===== config.mk =====
export PLATFORM = sky130hd
export DESIGN_NAME = dffram_arbiter2_flat
export DESIGN_NICKNAME = d
export VERILOG_FILES = /design/src/rtl/dffram_arbiter2_if.sv /design/src/rtl/dffram_arbiter2.sv /design/src/flat_wrapper.sv
export SDC_FILE = /design/constraint.sdc
export NUM_CORES = 1
export LEC_CHECK = 0
export ABC_AREA = 1
export BUFFER_PORTS_ARGS = -buffer_cell sky130_fd_sc_hd__buf_4
export CAP_MARGIN = 20
export CELL_PAD_IN_SITES_DETAIL_PLACEMENT = 2
export CELL_PAD_IN_SITES_GLOBAL_PLACEMENT = 2
export CORE_MARGIN = 2
export CORE_UTILIZATION = 14
export CTS_BUF_LIST = sky130_fd_sc_hd__clkbuf_8
export DETAILED_ROUTE_END_ITERATION = 12
export PLACE_DENSITY = 0.92
export SLEW_MARGIN = 0
export SYNTH_ARGS = -nofsm -noshare
export SYNTH_HDL_FRONTEND = slang
export SYNTH_SLANG_ARGS = --single-unit

===== constraint.sdc =====
create_clock -name HCLK -period 1.7 [get_ports HCLK]
set_input_delay 0.085 -clock HCLK [delete_from_list [all_inputs] [get_ports HCLK]]
set_output_delay 0.085 -clock HCLK [all_outputs]
set_load 0.05 [all_outputs]

===== src/rtl/dffram_arbiter2_if.sv =====
// ---------------------------------------------------------------------------
// dffram_arbiter2_if
// Purpose : bundles the two requester ports and the DFFRAM macro pins that
//           surround dffram_arbiter2.
// Members : req0/1, lock0/1, we0/1[3:0], addr0/1[AW-3:0], wdata0/1[31:0]
//           gnt0/1, rvalid0/1, rdata0/1[31:0]
//           ram_en, ram_we[3:0], ram_addr[AW-3:0], ram_wdata[31:0], ram_do[31:0]
// Modports: slave  - the arbiter itself
//           master - the requesters plus the macro model that returns ram_do
// ---------------------------------------------------------------------------
interface dffram_arbiter2_if #(
    parameter int AW = 10
);
    logic            req0;
    logic            req1;
    logic            lock0;
    logic            lock1;
    logic [3:0]      we0;
    logic [3:0]      we1;
    logic [AW-3:0]   addr0;
    logic [AW-3:0]   addr1;
    logic [31:0]     wdata0;
    logic [31:0]     wdata1;
    logic            gnt0;
    logic            gnt1;
    logic            rvalid0;
    logic            rvalid1;
    logic [31:0]     rdata0;
    logic [31:0]     rdata1;
    logic            ram_en;
    logic [3:0]      ram_we;
    logic [AW-3:0]   ram_addr;
    logic [31:0]     ram_wdata;
    logic [31:0]     ram_do;

    modport slave (
        input  req0, req1, lock0, lock1, we0, we1, addr0, addr1,
               wdata0, wdata1, ram_do,
        output gnt0, gnt1, rvalid0, rvalid1, rdata0, rdata1,
               ram_en, ram_we, ram_addr, ram_wdata
    );

    modport master (
        output req0, req1, lock0, lock1, we0, we1, addr0, addr1,
               wdata0, wdata1, ram_do,
        input  gnt0, gnt1, rvalid0, rvalid1, rdata0, rdata1,
               ram_en, ram_we, ram_addr, ram_wdata
    );
endinterface


===== src/rtl/dffram_arbiter2.sv =====
// ---------------------------------------------------------------------------
// dffram_arbiter2
// Purpose : two-requester arbiter/sequencer in front of one single-port
//           RAM1024 DFFRAM macro (256 x 32). Per-cycle round-robin or fixed
//           priority arbitration, locked bursts bounded to MAX_LOCK cycles,
//           and per-port routing of the one-cycle-latency read data.
// Ports   : HCLK     - clock
//           HRESETn  - asynchronous active-low reset
//           bus      - dffram_arbiter2_if.slave (requester ports + macro pins)
// Params  : AW       - byte address width (word address is AW-2 bits)
//           MAX_LOCK - longest locked ownership in granted cycles (2..255)
//           RR       - 1 round-robin, 0 fixed priority with port 0 highest
// ---------------------------------------------------------------------------
module dffram_arbiter2 #(
    parameter int AW       = 10,
    parameter int MAX_LOCK = 8,
    parameter int RR       = 1
) (
    input  logic              HCLK,
    input  logic              HRESETn,
    dffram_arbiter2_if.slave  bus
);

    typedef enum logic [1:0] {
        IDLE = 2'd0,
        OWN0 = 2'd1,
        OWN1 = 2'd2
    } state_e;

    localparam logic [7:0] LOCK_LAST = 8'(MAX_LOCK - 1);

    state_e        state_q, state_d;
    logic          last_q, last_d;
    logic [7:0]    lock_cnt_q, lock_cnt_d;
    logic          rvalid0_q, rvalid0_d;
    logic          rvalid1_q, rvalid1_d;

    logic          sel1;
    logic          gnt0_c, gnt1_c;
    logic [3:0]    we_mux;
    logic [AW-3:0] addr_mux;
    logic [31:0]   wdata_mux;

    // Arbitration and ownership
    always_comb begin
        state_d    = state_q;
        last_d     = last_q;
        lock_cnt_d = lock_cnt_q;
        sel1       = 1'b0;
        gnt0_c     = 1'b0;
        gnt1_c     = 1'b0;

        case (state_q)
            IDLE: begin
                if (bus.req0 && bus.req1) begin
                    sel1 = (RR != 0) ? ~last_q : 1'b0;
                end else begin
                    sel1 = bus.req1;
                end
                gnt0_c = bus.req0 && !sel1;
                gnt1_c = bus.req1 && sel1;
                if (gnt0_c && bus.lock0) begin
                    state_d    = OWN0;
                    lock_cnt_d = 8'd1;
                end else if (gnt1_c && bus.lock1) begin
                    state_d    = OWN1;
                    lock_cnt_d = 8'd1;
                end
            end

            // Owner keeps the macro even on cycles it does not request;
            // those cycles still count toward the bound.
            OWN0: begin
                gnt0_c     = bus.req0;
                lock_cnt_d = lock_cnt_q + 8'd1;
                if (!bus.lock0 || lock_cnt_q == LOCK_LAST) begin
                    state_d    = IDLE;
                    lock_cnt_d = 8'd0;
                    last_d     = 1'b0;
                end
            end

            OWN1: begin
                gnt1_c     = bus.req1;
                lock_cnt_d = lock_cnt_q + 8'd1;
                if (!bus.lock1 || lock_cnt_q == LOCK_LAST) begin
                    state_d    = IDLE;
                    lock_cnt_d = 8'd0;
                    last_d     = 1'b1;
                end
            end

            default: begin
                state_d    = IDLE;
                lock_cnt_d = 8'd0;
            end
        endcase

        if (gnt0_c) begin
            last_d = 1'b0;
        end else if (gnt1_c) begin
            last_d = 1'b1;
        end

        rvalid0_d = gnt0_c && (bus.we0 == 4'b0000);
        rvalid1_d = gnt1_c && (bus.we1 == 4'b0000);
    end

    // Macro drive: granted port's attributes, all zero when idle
    always_comb begin
        we_mux    = 4'b0000;
        addr_mux  = '0;
        wdata_mux = 32'h0;
        if (gnt0_c) begin
            we_mux    = bus.we0;
            addr_mux  = bus.addr0;
            wdata_mux = bus.wdata0;
        end else if (gnt1_c) begin
            we_mux    = bus.we1;
            addr_mux  = bus.addr1;
            wdata_mux = bus.wdata1;
        end
    end

    assign bus.gnt0      = gnt0_c;
    assign bus.gnt1      = gnt1_c;
    assign bus.ram_en    = gnt0_c | gnt1_c;
    assign bus.ram_we    = we_mux;
    assign bus.ram_addr  = addr_mux;
    assign bus.ram_wdata = wdata_mux;

    // Registered state; the macro registers Do on the same edge as rvalid
    always_ff @(posedge HCLK or negedge HRESETn) begin
        if (!HRESETn) begin
            state_q    <= IDLE;
            last_q     <= 1'b1;
            lock_cnt_q <= 8'd0;
            rvalid0_q  <= 1'b0;
            rvalid1_q  <= 1'b0;
        end else begin
            state_q    <= state_d;
            last_q     <= last_d;
            lock_cnt_q <= lock_cnt_d;
            rvalid0_q  <= rvalid0_d;
            rvalid1_q  <= rvalid1_d;
        end
    end

    // Read return routing
    assign bus.rvalid0 = rvalid0_q;
    assign bus.rvalid1 = rvalid1_q;
    assign bus.rdata0  = rvalid0_q ? bus.ram_do : 32'h0;
    assign bus.rdata1  = rvalid1_q ? bus.ram_do : 32'h0;

    // A waiting requester must not change its attributes while it still requests
    property p_hold0;
        @(posedge HCLK) disable iff (!HRESETn)
        (bus.req0 && !bus.gnt0) |=>
            (!bus.req0 || ($stable(bus.we0) && $stable(bus.addr0) &&
                           $stable(bus.wdata0) && $stable(bus.lock0)));
    endproperty

    property p_hold1;
        @(posedge HCLK) disable iff (!HRESETn)
        (bus.req1 && !bus.gnt1) |=>
            (!bus.req1 || ($stable(bus.we1) && $stable(bus.addr1) &&
                           $stable(bus.wdata1) && $stable(bus.lock1)));
    endproperty

    a_hold0: assert property (p_hold0);
    a_hold1: assert property (p_hold1);

endmodule


===== src/flat_wrapper.sv =====
// flat-port wrapper written by rule: the top's interface ports become plain ports
module dffram_arbiter2_flat 
#(
    parameter int AW       = 10,
    parameter int MAX_LOCK = 8,
    parameter int RR       = 1
)
  (HCLK, HRESETn, bus_req0, bus_req1, bus_lock0, bus_lock1, bus_we0, bus_we1, bus_addr0, bus_addr1, bus_wdata0, bus_wdata1, bus_ram_do, bus_gnt0, bus_gnt1, bus_rvalid0, bus_rvalid1, bus_rdata0, bus_rdata1, bus_ram_en, bus_ram_we, bus_ram_addr, bus_ram_wdata);
  dffram_arbiter2_if #(.AW(AW)) bus_i ();
  input  logic HCLK;
  input  logic HRESETn;
  input wire logic [$bits(bus_i.req0)-1:0] bus_req0;
  input wire logic [$bits(bus_i.req1)-1:0] bus_req1;
  input wire logic [$bits(bus_i.lock0)-1:0] bus_lock0;
  input wire logic [$bits(bus_i.lock1)-1:0] bus_lock1;
  input wire logic [$bits(bus_i.we0)-1:0] bus_we0;
  input wire logic [$bits(bus_i.we1)-1:0] bus_we1;
  input wire logic [$bits(bus_i.addr0)-1:0] bus_addr0;
  input wire logic [$bits(bus_i.addr1)-1:0] bus_addr1;
  input wire logic [$bits(bus_i.wdata0)-1:0] bus_wdata0;
  input wire logic [$bits(bus_i.wdata1)-1:0] bus_wdata1;
  input wire logic [$bits(bus_i.ram_do)-1:0] bus_ram_do;
  output wire logic [$bits(bus_i.gnt0)-1:0] bus_gnt0;
  output wire logic [$bits(bus_i.gnt1)-1:0] bus_gnt1;
  output wire logic [$bits(bus_i.rvalid0)-1:0] bus_rvalid0;
  output wire logic [$bits(bus_i.rvalid1)-1:0] bus_rvalid1;
  output wire logic [$bits(bus_i.rdata0)-1:0] bus_rdata0;
  output wire logic [$bits(bus_i.rdata1)-1:0] bus_rdata1;
  output wire logic [$bits(bus_i.ram_en)-1:0] bus_ram_en;
  output wire logic [$bits(bus_i.ram_we)-1:0] bus_ram_we;
  output wire logic [$bits(bus_i.ram_addr)-1:0] bus_ram_addr;
  output wire logic [$bits(bus_i.ram_wdata)-1:0] bus_ram_wdata;
  assign bus_i.req0 = bus_req0;
  assign bus_i.req1 = bus_req1;
  assign bus_i.lock0 = bus_lock0;
  assign bus_i.lock1 = bus_lock1;
  assign bus_i.we0 = bus_we0;
  assign bus_i.we1 = bus_we1;
  assign bus_i.addr0 = bus_addr0;
  assign bus_i.addr1 = bus_addr1;
  assign bus_i.wdata0 = bus_wdata0;
  assign bus_i.wdata1 = bus_wdata1;
  assign bus_i.ram_do = bus_ram_do;
  assign bus_gnt0 = bus_i.gnt0;
  assign bus_gnt1 = bus_i.gnt1;
  assign bus_rvalid0 = bus_i.rvalid0;
  assign bus_rvalid1 = bus_i.rvalid1;
  assign bus_rdata0 = bus_i.rdata0;
  assign bus_rdata1 = bus_i.rdata1;
  assign bus_ram_en = bus_i.ram_en;
  assign bus_ram_we = bus_i.ram_we;
  assign bus_ram_addr = bus_i.ram_addr;
  assign bus_ram_wdata = bus_i.ram_wdata;
  dffram_arbiter2 #(.AW(AW), .MAX_LOCK(MAX_LOCK), .RR(RR)) u_core (.HCLK(HCLK), .HRESETn(HRESETn), .bus(bus_i));
endmodule

; ---- Word level (Yosys, flattened, before mapping)
; Cells that the tools add are included.
[totals]
output_inout_bits = 113
elab_cells = 61
reg_bits = 13
[op_classes]
bitwise = 2
n_reduce_logical = 18
muxes = 27
n_eq_ne = 8
addsub = 1
[ops]
columns = op, n
row1 = two-way mux 32 bit, 4
row2 = two-way mux 8 bit, 6
row3 = case mux 8 bit (3 select lines), 1
row4 = "adder 8 x 1 -> 8 bit, second input constant", 1
row5 = "equality test 8 x 3 -> 1 bit, second input constant", 1
row6 = zero test 4 bit, 2
row7 = two-way mux 2 bit, 4
row8 = two-way mux 4 bit, 2
row9 = "!= test 4 x 1 -> 1 bit, second input constant", 2
row10 = logical AND 1 bit, 7
row11 = two-way mux 1 bit, 6
row12 = case mux 1 bit (2 select lines), 3
row13 = case mux 2 bit (3 select lines), 1
row14 = AND reduction 3 bit, 2
row15 = "!= test 2 x 1 -> 1 bit, second input constant", 2
row16 = nonzero test 4 bit, 1
row17 = zero test 1 bit, 3
row18 = "!= test 3 x 1 -> 1 bit, second input constant", 1
row19 = "equality test 2 x 1 -> 1 bit, second input constant", 1
row20 = "equality test 2 bit, second input constant", 1
row21 = zero test 2 bit, 1
row22 = logical OR 1 bit, 2
row23 = NOT 1 bit, 1
row24 = bitwise OR 1 bit, 1

; ---- Depth between registers and ports, before layout
[logic_depth]
word_depth = 8
mapped_depth = 9

; ---- Worst setup path before layout
; No wires, ideal clock.
[synth_path]
path_kind = reg2out
from = register u_core.state_q[0]
to = output bus_ram_addr[7]
n_path_buf = 0
setup_slack_ps = -530
t_arrival_ps = 2145
t_required_ps = 1615
path_stages_with_launch = 7
path_cell_list = dfrtp_1 > inv_1 > ha_1 > nand3_2 > nand2_4 > nand2_1 > o21ai_0
[synth_between]
elab_chain_len = 4
elab_cells_between_ends = 7
cone_classes = eq/ne (2) / mux (4) / reduce/logical (1)
[synth_lines]
columns = item, line
row1 = "start, declared", dffram_arbiter2.sv:32  ; state_e state_q, state_d;
row2 = "start signal, assigned", dffram_arbiter2.sv:141  ; state_q <= state_d;
row3 = equality test 2 bit or zero test 2 bit (tied branches), dffram_arbiter2.sv:53  ; case (state_q)
row4 = case mux 1 bit (2 select lines), dffram_arbiter2.sv:53
row5 = two-way mux 8 bit, dffram_arbiter2.sv:118  ; end else if (gnt1_c) begin
row6 = two-way mux 8 bit *, dffram_arbiter2.sv:114  ; if (gnt0_c) begin
row7 = "end, declared", flat_wrapper.sv:31  ; output wire logic [$bits(bus_i.ram_addr)-1:0] bus_ram_addr;
; Mark *: on every way between the ends. The rest lies on a longest branch, timed or not.

; ---- Final worst setup path
[layout_path]
from = register u_core.state_q[0]
to = output bus_ram_wdata[8]
[layout_between]
elab_chain_len = 4
elab_cells_between_ends = 7
cone_classes = eq/ne (2) / mux (4) / reduce/logical (1)
[layout_lines]
columns = item, line
row1 = equality test 2 bit or zero test 2 bit (tied branches), dffram_arbiter2.sv:53
row2 = case mux 1 bit (2 select lines), dffram_arbiter2.sv:53
row3 = two-way mux 32 bit, dffram_arbiter2.sv:118
row4 = two-way mux 32 bit *, dffram_arbiter2.sv:114
row5 = "end, declared", flat_wrapper.sv:32  ; output wire logic [$bits(bus_i.ram_wdata)-1:0] bus_ram_wdata;
; Marks and branches as above.

==> metrics.cfg <==
[status]
status = finished, violations left
violations = setup timing

[sta]
skew_ns = 0.003286
hold_violations = 0
setup_tns_ns = -7.976
grt_setup_unrepaired = yes
max_freq_mhz = 521.7
worst_pin_slew_ns = 0.3589
finalCriticalPeriod_ns = 1.917
finalWorstSetupSlack_ns = -0.2167
setup_viol = 47
slew_violations = 0
max-slew-margin-rel_pct = 76.07
period_share_pct = 112.7

[routing]
postRouteAntennaNets = 0
drt_iter0_markers = 94
via_count = 3611
drcViolationCount = 0
via_per_inst = 4.223
finalWirelength_microns = 15670
dr.pass1.iters = 4
detail_route.wl_per_cell_microns = 18.33

[setup_path]
cp.arrival_ns = 1.83
path_cells = buf_6, ha_4, nand2_4, nand2_8, buf_6, buf_16, o21ai_4, buf_6
worst-path-stages = 8
path_buf_inv = 4
cp-end-kind = primary output
cp-start-kind = flip-flop
slowest_stage = dfrtp_1
reg2regPathDepth = 9
crit_top_cell = buf_6
r2r_setup_slack_ns = 0.10
crit_family = buffers and inverters
required_ns = 1.62
path_class = flip-flop to primary output
cpPeakStageDelay_ns = 0.41
path_max_fanout = 11

[layout]
nets = 799
drive_gt1_share_pct = 59.52
finalNonFillerCells = 855
area_growth_pct = 155.0
final_util_pct = 36.54
diodes = 0

[pwr]
worst_ir_drop_vdd_mv = 0.9011
p_leak_uw = 0.003211
powerDensity_nw_per_um2 = 1483

[grt]
grt_start_max_net_pins = 34
grt_pass1_vias = 4071
antenna_found_initial = 0
grt-ovfl-total = 0
grt_usage_pct = 17.95
grt_pass1_wl_microns = 23000

[clock_network]
htreeDepth = 1
cts-root-buf = clkbuf_8
cts_tree = done
cts_buffer_depth = 2
clock_sinks = 13
numCtsBuffers = 3
clk_pin_slew_ns = 0.06
insertion_delay_ns = 0.25

[synth]
syn-num-nets = 535
ys.flop_type = dfrtp_1
synth_edf_count = 0
synth_top_cell_by_area = nand2_1
async_flop_share_pct = 100.0
yosysSeqAreaShare_pct = 14.99
synth_common_cells = 168 x nand2_1, 81 x inv_1, 23 x o21ai_1
synthCells = 404
ys_ff_latch = 13
yosysWarnings = 0
avgSynthCellArea_sq_um = 5.392
synth_area_sq_um = 2178
yosysMostFrequentCell = nand2_1
synth_cell_types = 27
synth_area_leaders = nand2_1 29%, inv_1 14%, dfrtp_1 14%
synth_top_area_share_pct = 28.95

[floorplan]
fp.dieW_microns = 128.7
num_io_pins = 239
rows = 45
die_h_microns = 128.7
initial_core_util_pct = 14.33
core-area_sq_um = 15200
die_area_sq_um = 16570

[placement]
place.detailed.hpwl_microns = 10390
placed_cells = 824
port_buffers = 238
globalplace.congestion = 0.7307

[hold_path]
hold_path_class = input pin to flip-flop
hold_depth = 4

[job]
cap_violations = 0

## flip-flops by register name, indices dropped and copies added, names as in the netlist
name and flops:
u_core.bus.rvalid0 1, u_core.lock_cnt_q 8, u_core.state_q 2, u_core.bus.rvalid1 1
u_core.last_q 1
## layer usage
layer  vias up  wire (microns)  global-route usage (%)
met5         -               0                       0
met4         0             123                   1.790
met3         8            1316                   4.283
met2       195            8621                   37.50
met1      1682            5608                   18.30
li1       1726               -                       -
## metrics by stage
stage	hold WS, ns	setup slack [ns]	power (uW)	area (sq um)
final	0.1302	-0.2167	8239	5555
after floorplan	-0.2106	-0.03783	4286	2475
after global routing	0.1542	-0.2709	8630	5555
after global placement	-0.04940	0.04019	5816	4533
after detailed placement	-0.04462	-0.04029	5945	4533
after CTS	0.1277	-0.1857	7948	5446
## cell type report
cell class,instances,area (sq um)
Fill cell,1773,9647
Timing Repair Buffer,278,2620
Multi-Input combinational cell,290,2018
Sequential cell,13,326.6
Inverter,82,310.3
Tap cell,188,235.2
Clock buffer,3,41.29
Clock inverter,1,3.754
## path summary, 6_finish.rpt
kind / start / endpoint
worst min register to register: u_core.lock_cnt_q[1] / u_core.lock_cnt_q[1]
max in group asynchronous: HRESETn / u_core.last_q
worst max-delay path: u_core.state_q[0] / bus_ram_wdata[8]
min in group asynchronous: HRESETn / u_core.state_q[1]
worst min-delay path: bus_we0[2] / u_core.bus.rvalid0
worst max register to register: u_core.state_q[1] / u_core.lock_cnt_q[4]
## where the power goes
group	switching (uW)	internal [uW]	leakage (uW)	total, uW
sequential	66.3	385	0.000173	451
clock	133	160	0.0000269	293
combinational	4480	3020	0.00301	7490
## logic make-up after synthesis
family / synth area share, %
compound gates: 14.76
fa+ha+maj: 2.872
buf+inv: 21.02
simple gates: 46.35
flops: 14.99
## tightest hold or removal path: stages
cell and delay, ns:
buf_4 0.09, inv_1 0.05, nand2_2 0.07, nor2_1 0.04
## cell usage in the layout (no fill, tap or decap)
cell type | netlist | routed
buf_4 | 2 | 207
nand2_1 | 168 | 134
inv_1 | 81 | 80
nand2_2 | 22 | 37
buf_6 | 2 | 34
o21ai_4 | 0 | 33
nand2_4 | 2 | 19
buf_8 | 4 | 18
nor2_1 | 16 | 15
nand3_1 | 16 | 14
buf_12 | 0 | 12
dfrtp_1 | 12 | 12
o21ai_2 | 19 | 11
buf_16 | 0 | 5
nand3_4 | 1 | 3
nand2_8 | 0 | 3
a21oi_1 | 3 | 3
nor3_1 | 3 | 3
ha_4 | 0 | 3
clkbuf_8 | 0 | 3
inv_2 | 1 | 2
nor2_2 | 1 | 2
nand3_2 | 2 | 2
o21ai_0 | 5 | 2
ha_1 | 5 | 2
inv_4 | 0 | 1
nor4_1 | 1 | 1
and2_1 | 1 | 1
o21ai_1 | 23 | 1
nand3b_1 | 1 | 1
clkbuf_16 | 0 | 1
dlygate4sd3_1 | 0 | 1
dfstp_2 | 1 | 1
## timing repair
action / 4_1_cts / 5_1_grt
gates resized for setup: 117 / 43
setup buffers: 17 / 3
cloned: 9 / 1
endpoints found under the setup margin: 46 / 52
hold endpoints to repair: 13 / 0
pin swaps: 16 / 14
hold buffers: 1 / 0
(Power assumes the default switching activity.)
